[config.mk]
export PLATFORM = sky130hd
export DESIGN_NAME = pc_sequencer
export DESIGN_NICKNAME = d
export VERILOG_FILES = /design/src/rtl/cpu_pkg.sv /design/src/rtl/pc_stack.sv /design/src/rtl/pc_sequencer.sv
export SDC_FILE = /design/constraint.sdc
export NUM_CORES = 1
export LEC_CHECK = 0
export BUFFER_PORTS_ARGS = -buffer_cell sky130_fd_sc_hd__buf_4
export CORE_ASPECT_RATIO = 0.7
export CORE_MARGIN = 1
export CORE_UTILIZATION = 45
export CTS_CLUSTER_DIAMETER = 50
export CTS_CLUSTER_SIZE = 40
export DETAILED_ROUTE_END_ITERATION = 10
export PLACE_DENSITY = 0.76
export SKIP_LAST_GASP = 1
export SLEW_MARGIN = 0
export SYNTH_ARGS = -nofsm -noshare
export SYNTH_HDL_FRONTEND = slang
export SYNTH_HIERARCHICAL = 1
export SYNTH_SLANG_ARGS = --single-unit
[constraint.sdc]
create_clock -name clk -period 10.5 [get_ports clk]
set_clock_uncertainty 0.05 [all_clocks]
set_input_delay 1.05 -clock clk [delete_from_list [all_inputs] [get_ports clk]]
set_output_delay 1.05 -clock clk [all_outputs]
set_load 0.02 [all_outputs]
[src/rtl/cpu_pkg.sv]
// Shared types and sizes for the instruction sequencer slice.
// Optional build macro used by pc_sequencer: PC_STACK_OVF_TRAP_EN.
package cpu_pkg;

    localparam int PC_W           = 12;
    localparam int INST_W         = 16;
    localparam int PC_STACK_DEPTH = 8;
    localparam int DEPTH_W        = 4;

    typedef enum logic [1:0] {
        S_IDLE  = 2'd0,
        S_FETCH = 2'd1,
        S_EXEC  = 2'd2,
        S_HALT  = 2'd3
    } seq_state_t;

    // Sequential successor of a program counter; wraps 0xFFF -> 0x000.
    function automatic logic [PC_W-1:0] pc_inc(input logic [PC_W-1:0] p);
        return p + {{(PC_W-1){1'b0}}, 1'b1};
    endfunction

endpackage

[src/rtl/pc_stack.sv]
// Return-address LIFO built as a shift register: entry 0 is the top.
// A push while full shifts the oldest entry out and leaves depth at max.
module pc_stack
    import cpu_pkg::*;
(
    input  logic               clk,
    input  logic               rst,
    input  logic               push,
    input  logic               pop,
    input  logic [PC_W-1:0]    din,
    output logic [PC_W-1:0]    top,
    output logic [DEPTH_W-1:0] depth,
    output logic               full,
    output logic               empty
);

    logic [PC_W-1:0]    r_entries [PC_STACK_DEPTH];
    logic [DEPTH_W-1:0] r_depth;

    // Entry storage: shift down on push, shift up on pop; contents need no reset.
    always_ff @(posedge clk) begin
        if (push) begin
            r_entries[0] <= din;
            for (int unsigned i = 1; i < PC_STACK_DEPTH; i++) begin
                r_entries[i] <= r_entries[i-1];
            end
        end else if (pop) begin
            for (int unsigned i = 0; i < PC_STACK_DEPTH - 1; i++) begin
                r_entries[i] <= r_entries[i+1];
            end
        end
    end

    // Occupancy counter; saturates at full because overflow discards the oldest entry.
    always_ff @(posedge clk or posedge rst) begin
        if (rst) begin
            r_depth <= '0;
        end else if (push) begin
            if (!full) r_depth <= r_depth + 1'b1;
        end else if (pop && !empty) begin
            r_depth <= r_depth - 1'b1;
        end
    end

    assign top   = r_entries[0];
    assign depth = r_depth;
    assign full  = (r_depth == DEPTH_W'(PC_STACK_DEPTH));
    assign empty = (r_depth == '0);

endmodule

[src/rtl/pc_sequencer.sv]
// Instruction fetch/execute sequencer with program counter and call stack.
// Build macro PC_STACK_OVF_TRAP_EN: when defined, a call with a full stack
// faults and halts; otherwise the oldest return address is discarded.
module pc_sequencer
    import cpu_pkg::*;
(
    input  logic               clk,
    input  logic               rst,
    input  logic               run,
    output logic               imem_req,
    output logic [PC_W-1:0]    imem_addr,
    input  logic               imem_ack,
    input  logic [INST_W-1:0]  imem_data,
    output logic [INST_W-1:0]  inst,
    output logic               inst_valid,
    input  logic               pc_we,
    input  logic [PC_W-1:0]    pc_inp,
    input  logic               call,
    input  logic               ret,
    input  logic               stall,
    output logic [PC_W-1:0]    pc,
    output logic [DEPTH_W-1:0] stack_depth,
    output logic               fault
);

    seq_state_t          r_state;
    logic [PC_W-1:0]     r_pc;
    logic [INST_W-1:0]   r_inst;
    logic                r_imem_req;
    logic                r_inst_valid;
    logic                r_fault;

    logic                w_exec_go;
    logic                w_trap;
    logic                w_push;
    logic                w_pop;
    logic [PC_W-1:0]     w_pc_next;
    logic [PC_W-1:0]     w_top;
    logic [DEPTH_W-1:0]  w_depth;
    logic                w_full;
    logic                w_empty;

    pc_stack u_stack (
        .clk   (clk),
        .rst   (rst),
        .push  (w_push),
        .pop   (w_pop),
        .din   (pc_inc(r_pc)),
        .top   (w_top),
        .depth (w_depth),
        .full  (w_full),
        .empty (w_empty)
    );

    // Resolve the EXEC-cycle flow request: ret > call > pc_we > increment.
    always_comb begin
        w_exec_go = (r_state == S_EXEC) && !stall;
        w_trap    = 1'b0;
        w_push    = 1'b0;
        w_pop     = 1'b0;
        w_pc_next = r_pc;
        if (w_exec_go) begin
            if (ret) begin
                if (w_empty) begin
                    w_trap = 1'b1;
                end else begin
                    w_pop     = 1'b1;
                    w_pc_next = w_top;
                end
            end else if (call) begin
`ifdef PC_STACK_OVF_TRAP_EN
                if (w_full) begin
                    w_trap = 1'b1;
                end else begin
                    w_push    = 1'b1;
                    w_pc_next = pc_inp;
                end
`else
                w_push    = 1'b1;
                w_pc_next = pc_inp;
`endif
            end else if (pc_we) begin
                w_pc_next = pc_inp;
            end else begin
                w_pc_next = pc_inc(r_pc);
            end
        end
    end

    // Sequencer FSM with registered fetch request, instruction latch and fault flag.
    always_ff @(posedge clk or posedge rst) begin
        if (rst) begin
            r_state      <= S_IDLE;
            r_pc         <= '0;
            r_inst       <= '0;
            r_imem_req   <= 1'b0;
            r_inst_valid <= 1'b0;
            r_fault      <= 1'b0;
        end else begin
            case (r_state)
                S_IDLE: begin
                    if (run) begin
                        r_state    <= S_FETCH;
                        r_imem_req <= 1'b1;
                    end
                end
                S_FETCH: begin
                    if (imem_ack) begin
                        r_inst       <= imem_data;
                        r_imem_req   <= 1'b0;
                        r_inst_valid <= 1'b1;
                        r_state      <= S_EXEC;
                    end
                end
                S_EXEC: begin
                    if (w_exec_go) begin
                        r_inst_valid <= 1'b0;
                        if (w_trap) begin
                            r_fault <= 1'b1;
                            r_state <= S_HALT;
                        end else begin
                            r_pc       <= w_pc_next;
                            r_imem_req <= run;
                            r_state    <= run ? S_FETCH : S_IDLE;
                        end
                    end
                end
                default: begin
                    r_imem_req   <= 1'b0;
                    r_inst_valid <= 1'b0;
                end
            endcase
        end
    end

    assign imem_req    = r_imem_req;
    assign imem_addr   = r_pc;
    assign inst        = r_inst;
    assign inst_valid  = r_inst_valid;
    assign pc          = r_pc;
    assign stack_depth = w_depth;
    assign fault       = r_fault;

endmodule

==> results.txt, run 1 <==
----------------------------------------------------
[Setup path]
  Critical path, cell by cell ... inv_1 > ha_1 > nor3b_1 > and2_1 > buf_4 > or2_4 > a21boi_4 > o22ai_1 > a211o_1
  Gate family responsible for the most delay along the worst path ... simple AND/OR/NAND/NOR gates
  CP startpoint kind ... flop
  Element type at the critical path end ... flop
  Crit path kind ... flop to flop
  Worst Path Buf+Inv ... 2
  Maximum fanout along the worst path ... 85
  CP arrival ... 4210 ps
  Worst path slowest cell ... or2_4
  Required time of the critical path ... 10740 ps
  Highest cell delay on the worst timing path ... 980 ps

[Placement]
  Cells after DPL ... 647
  HPWL after detailed placement ... 8.52 mm
  Count of buffers inserted at the top-level ports ... 82
  Placer Congestion ... 0.814
  Area post-placement ... 6840 um2
  Placement Setup Slack ... 6110 ps

[Timing]
  Achievable Freq ... 252 MHz
  Unrepaired setup endpoints after global routing ... no
  Max transition margin ... 22.0%
  Final-layout setup total negative slack ... 0 ps
  Number of slew-limit violations in the final report ... 0
  Count of final setup violators ... 0
  Least setup slack across all paths after layout ... 6530 ps
  Worst-margin pin slew ... 1170 ps
  Final period util ... 37.8%
  Final Hold Fails ... 0
  Smallest hold slack ... 392 ps
  Minimum clock period after layout ... 3970 ps

[CTS]
  # resized after CTS ... 0
  Skew-Pair Late Insertion Delay ... 410 ps
  Post CTS Setup Buffer Count ... 0
  H-Tree Level Count ... 4
  Number of buffers on the longest clock path ... 2
  Hold Buf Count CTS ... 0
  CTS Sinks ... 133
  CTS tree ... yes
  Number of buffers added by the clock tree synthesis step ... 17
  Reg clk slew, reported paths ... 60 ps
  Cell at the root of the clock tree ... clkbuf_16

[Routing]
  Remaining DRCs ... 0
  Total routed wirelength ... 12.4 mm
  Number of detailed-routing iterations run before antenna repair ... 5
  Routed via count divided by cell count ... 5.40
  Detail-routed net length per standard cell ... 18.2 um
  Remaining antenna violation count ... 0
  Detailed-route via count ... 3666
  Initial drt markers ... 358

[Power and ir drop]
  P per Cell Area ... 268 nW/um2
  Max rail drop VDD ... 98.6 uV
  Static power due to leakage ... 2.80 nW
  Sum of internal, switching and leakage power ... 2.00 mW

[Finish]
  Number of fillers in the final layout ... 1062
  Combined area of the multi-input logic cells ... 2120 um2
  Final layout net count ... 525
  Finished layout cell area ... 7470 um2
  Area used by sequential logic in the layout ... 3810 um2
  Fraction of final layout cells with drive strength greater than 1 ... 47.0%
  # diodes ... 0
  Non-filler instance count after layout ... 679
  Area growth from synthesis to final layout ... 19.7%
  Utilization of the core after routing ... 55.9%

[Die]
  Floorplan row count ... 35
  I/O pins ... 83
  Die height ... 101 um
  Placeable core region ... 13400 um2
  Horizontal die dimension ... 143 um
  Initial Utilization ... 46.7%
  Die ar. ... 14300 um2

[Outcome]
  Status ... complete, no violations

[Worst hold path]
  Class of the worst hold path ... flop to flop

[GRT]
  Pin count of the biggest net entering global routing ... 86
  Global Route Usage Sum ... 18.5%
  First-pass GRT wire length ... 19.7 mm
  Total grt overflow ... 0
  Via count of the first global-routing pass ... 3780
  Initial antenna violation count ... 0

[Logic synthesis]
  Yosys synthesis warning count ... 6
  Instance count of the mapped netlist ... 415
  Mean area per synthesized cell ... 15.0 um2
  Synthesized cell area ... 6240 um2
  Number of nets in the synthesized netlist ... 459

[Flow run]
  Max Cap Viol ... 0

----------------------------------------------------
## layout make-up
type,instances,share of cell area (%)
Multi-Input combinational cell,232,28.4
Timing Repair Buffer,85,8.55
Inverter,12,0.603
Tap cell,185,3.10
Clock buffer,22,5.95
Sequential cell,133,51.0
Clock inverter,10,2.40
## cell usage in the layout, fill, tap and decap left out, types with 2 or more instances in the layout
master	n
ha_1	7
o31ai_1	3
mux2i_1	6
o22a_1	3
o21ai_0	6
a22oi_1	2
clkbuf_1	5
xnor2_1	6
buf_4	85
nor2b_1	2
nor4_1	2
or2_2	4
and2_1	2
edfxtp_1	96
inv_1	12
nand2b_1	3
nor3_1	4
nand2_1	19
o221a_2	3
and4_1	3
o22ai_1	5
clkinv_1	2
a31oi_1	3
dfrtp_1	37
mux2_2	103
nor2_1	7
a21oi_1	5
or3_1	2
clkbuf_16	17
xor2_1	3
o211ai_1	4
nand3_1	3
bufinv_16	5
## worst paths after layout
path | startpoint | end | slack (ps) | depth (start not counted)
max | r_state[0] | u_stack/depth[3] | 6530 | 9
min | u_stack/r_entries[1][32] | u_stack/r_entries[1][44] | 390 | 0
max reg2reg | r_state[0] | u_stack/depth[3] | 6530 | 9
min reg2reg | u_stack/r_entries[1][32] | u_stack/r_entries[1][44] | 390 | 0
max in group asynchronous | rst | inst[6] | 9080 | 3
min in group asynchronous | rst | u_stack/depth[3] | 480 | 2
## power breakdown
group | total, mW | switching [mW] | internal (mW)
combinational | 0.586 | 0.306 | 0.280
clock | 0.627 | 0.208 | 0.419
sequential | 0.785 | 0.107 | 0.679
total | 2.00 | 0.620 | 1.38
## per-layer routing
layer	global-route usage [%]	part of all wire, %	vias up
met5	0	0	-
met2	28.9	49	103
met4	8.11	1.7	0
met3	4.09	5.1	23
li1	-	-	1668
met1	25.0	45	1872
## sequential cells by signal, summed over array words and instances, names as in the netlist
name,count
u_stack/depth,4
fault,1
inst,16
imem_addr,12
imem_req,1
inst_valid,1
u_stack/r_entries,96
r_state,2
No activity file was read; power rests on OpenSTA's default activity.
==> run 2: changes to the inputs <==
Settings changed: ABC_AREA set to 1, PLACE_DENSITY 0.76 to 0.78.
Clock period 10.5 ns to 3.35 ns, I/O delays scaled along.
==> run 2 against run 1 <==
Combinational power grew to 3.1 times the previous value. Hold slack lost 290 ps. Total power grew to 3.0 times the previous value. Largest cell class unchanged. Highest routed layer unchanged.
==> results.txt, run 2 <==
----------------------------------------------------
[Timing]
  Max transition margin ... 53.0% (was 22.0%)
  Final Hold Fails ... 0 (unchanged)
  Final period util ... 77.2% (was 37.8%)
  Final-layout setup total negative slack ... 0 ps (unchanged)
  Minimum clock period after layout ... 2590 ps (was 3970 ps)
  Unrepaired setup endpoints after global routing ... no (unchanged)
  Worst-margin pin slew ... 703 ps (was 1170 ps)
  Smallest hold slack ... 100 ps (was 392 ps)
  Count of final setup violators ... 0 (unchanged)
  Achievable Freq ... 386 MHz (was 252 MHz)
  Number of slew-limit violations in the final report ... 0 (unchanged)

[Finish]
  Area growth from synthesis to final layout ... 20.2% (was 19.7%)
  Fraction of final layout cells with drive strength greater than 1 ... 21.7% (was 47.0%)
  Number of fillers in the final layout ... 1148 (was 1062)
  Number of flip-flops under the largest register name ... 96 (unchanged)
  Register bank with the most flops ... u_stack/r_entries (unchanged)
  Most common cell after layout, fill and taps aside ... nand2_1 (was mux2_2)
  # diodes ... 0 (unchanged)
  Final layout net count ... 756 (was 525)
  Utilization of the core after routing ... 56.3% (was 55.9%)
  Area used by sequential logic in the layout ... 3810 um2 (unchanged)
  Commonest cells after routing, fill and taps aside ... nand2_1 (239), edfxtp_1 (96), buf_4 (91), inv_1 (49), dfrtp_1 (37) (was mux2_2 (103), edfxtp_1 (96), buf_4 (85), dfrtp_1 (37), nand2_1 (19))
  Combined area of the multi-input logic cells ... 1990 um2 (was 2120 um2)

[Power and ir drop]
  Max rail drop VDD ... 385 uV (was 98.6 uV)
  Static power due to leakage ... 3.29 nW (was 2.80 nW)
  P per Cell Area ... 802 nW/um2 (was 268 nW/um2)

[GRT]
  Total grt overflow ... 0 (unchanged)
  Via count of the first global-routing pass ... 4434 (was 3780)
  Global Route Usage Sum ... 19.7% (was 18.5%)
  Pin count of the biggest net entering global routing ... 74 (was 86)
  First-pass GRT wire length ... 21.6 mm (was 19.7 mm)
  Initial antenna violation count ... 0 (unchanged)

[Die]
  Floorplan row count ... 35 (unchanged)
  I/O pins ... 83 (unchanged)
  Placeable core region ... 13400 um2 (about the same)
  Initial Utilization ... 46.9% (was 46.7%)
  Horizontal die dimension ... 143 um (about the same)
  Die height ... 101 um (about the same)
  Die ar. ... 14400 um2 (was 14300 um2)

[CTS]
  Number of buffers added by the clock tree synthesis step ... 17 (unchanged)
  CTS tree ... yes (unchanged)
  Cell at the root of the clock tree ... clkbuf_16 (unchanged)
  CTS Sinks ... 133 (unchanged)
  Post CTS Setup Buffer Count ... 0 (unchanged)
  Skew-Pair Late Insertion Delay ... 420 ps (was 410 ps)
  Hold Buf Count CTS ... 1 (was 0)
  Number of buffers on the longest clock path ... 2 (unchanged)
  Reg clk slew, reported paths ... 60 ps (about the same)
  H-Tree Level Count ... 4 (unchanged)
  # resized after CTS ... 0 (unchanged)

[Routing]
  Remaining antenna violation count ... 0 (unchanged)
  Detailed-route via count ... 4620 (was 3666)
  Detail-routed net length per standard cell ... 14.6 um (was 18.2 um)
  Routed via count divided by cell count ... 5.08 (was 5.40)
  Initial drt markers ... 332 (was 358)
  Remaining DRCs ... 0 (unchanged)
  Total routed wirelength ... 13.3 mm (was 12.4 mm)
  Number of detailed-routing iterations run before antenna repair ... 5 (unchanged)

[Worst hold path]
  Class of the worst hold path ... input pin to flop (was flop to flop)

[Setup path]
  Maximum fanout along the worst path ... 17 (was 85)
  CP startpoint kind ... flop (unchanged)
  Crit path kind ... flop to flop (unchanged)
  Required time of the critical path ... 3600 ps (was 10740 ps)
  CP arrival ... 2840 ps (was 4210 ps)
  Element type at the critical path end ... flop (unchanged)

[Flow run]
  Max Cap Viol ... 0 (unchanged)

[Logic synthesis]
  Mean area per synthesized cell ... 9.70 um2 (was 15.0 um2)
  Yosys synthesis warning count ... 6 (unchanged)
  Number of nets in the synthesized netlist ... 691 (was 459)
  Instance count of the mapped netlist ... 647 (was 415)
  Synthesized cell area ... 6280 um2 (was 6240 um2)

[Placement]
  HPWL after detailed placement ... 8.71 mm (was 8.52 mm)
  Placer Congestion ... 0.792 (was 0.814)
  Count of buffers inserted at the top-level ports ... 82 (unchanged)

[Outcome]
  Status ... complete, no violations (unchanged)

----------------------------------------------------
run 2: cell types whose count changed in the layout (fill, tap and decap cells not counted), sizes merged, moves of 5 or more:
cell	delta
nor2	+24
mux2	-87
a21oi	+8
inv	+47
o22ai	-5
nand2	+224
buf	+7
bufinv	-5
nand3	+17
o21ai	+53
mux2i	-6
run 2: area by class of cell:
cell class,count,area share [%]
clock buffer,22,7.01
clock inverter,10,1.03
inverter,53,2.64
multi-input combinational,414,26.3
sequential,133,50.5
tap,185,3.07
timing repair buffer,93,9.45
run 2: final timing paths:
check	endpoint	start	depth (start not counted)	slack, ps
setup / recovery	u_stack/depth[3]	r_state[0]	13	760
hold / removal	inst[8]	imem_data[8]	2	100
setup reg to reg	u_stack/depth[3]	r_state[0]	13	760
hold reg to reg	u_stack/r_entries[1][38]	u_stack/r_entries[1][26]	0	400
max in group asynchronous	imem_addr[8]	rst	4	2400
min in group asynchronous	u_stack/depth[0]	rst	3	310
run 2: layer usage:
| metal | up-vias | global-route usage, % | part of all wire, % |
|---|---|---|---|
| li1 | 2231 | - | - |
| met1 | 2228 | 26.8 | 46 |
| met2 | 151 | 30.9 | 47 |
| met3 | 10 | 5.65 | 6.3 |
| met4 | 0 | 5.79 | 1.1 |
| met5 | - | 0 | 0 |
run 2: per-stage QoR:
stage | total power [mW] | setup slack, ps | cell area [um2] | std cells
3_5_place_dp | 4.20 | 807 | 6930 | 877
5_1_grt | 6.37 | 574 | 7550 | 910
6_report | 6.06 | 762 | 7550 | 910
2_1_floorplan | 3.59 | 145 | 6290 | 647
4_1_cts | 6.08 | 782 | 7550 | 910
3_3_place_gp | 4.15 | 912 | 6930 | 877
run 2: critical path, cell delays in order, from the launching register on:
cell	delay (ps)
dfrtp_1	400
inv_1	100
ha_1	220
inv_1	90
nor2_2	150
nand2_1	80
nor2_2	250
inv_2	240
ha_1	370
or2_2	290
nand3_1	90
nand2_1	50
nand2_1	50
nand2_1	50
run 2: where the power goes:
group / internal, mW / switching [mW]
clock network: 1.14 / 0.732
logic: 0.761 / 1.05
registers: 2.11 / 0.269
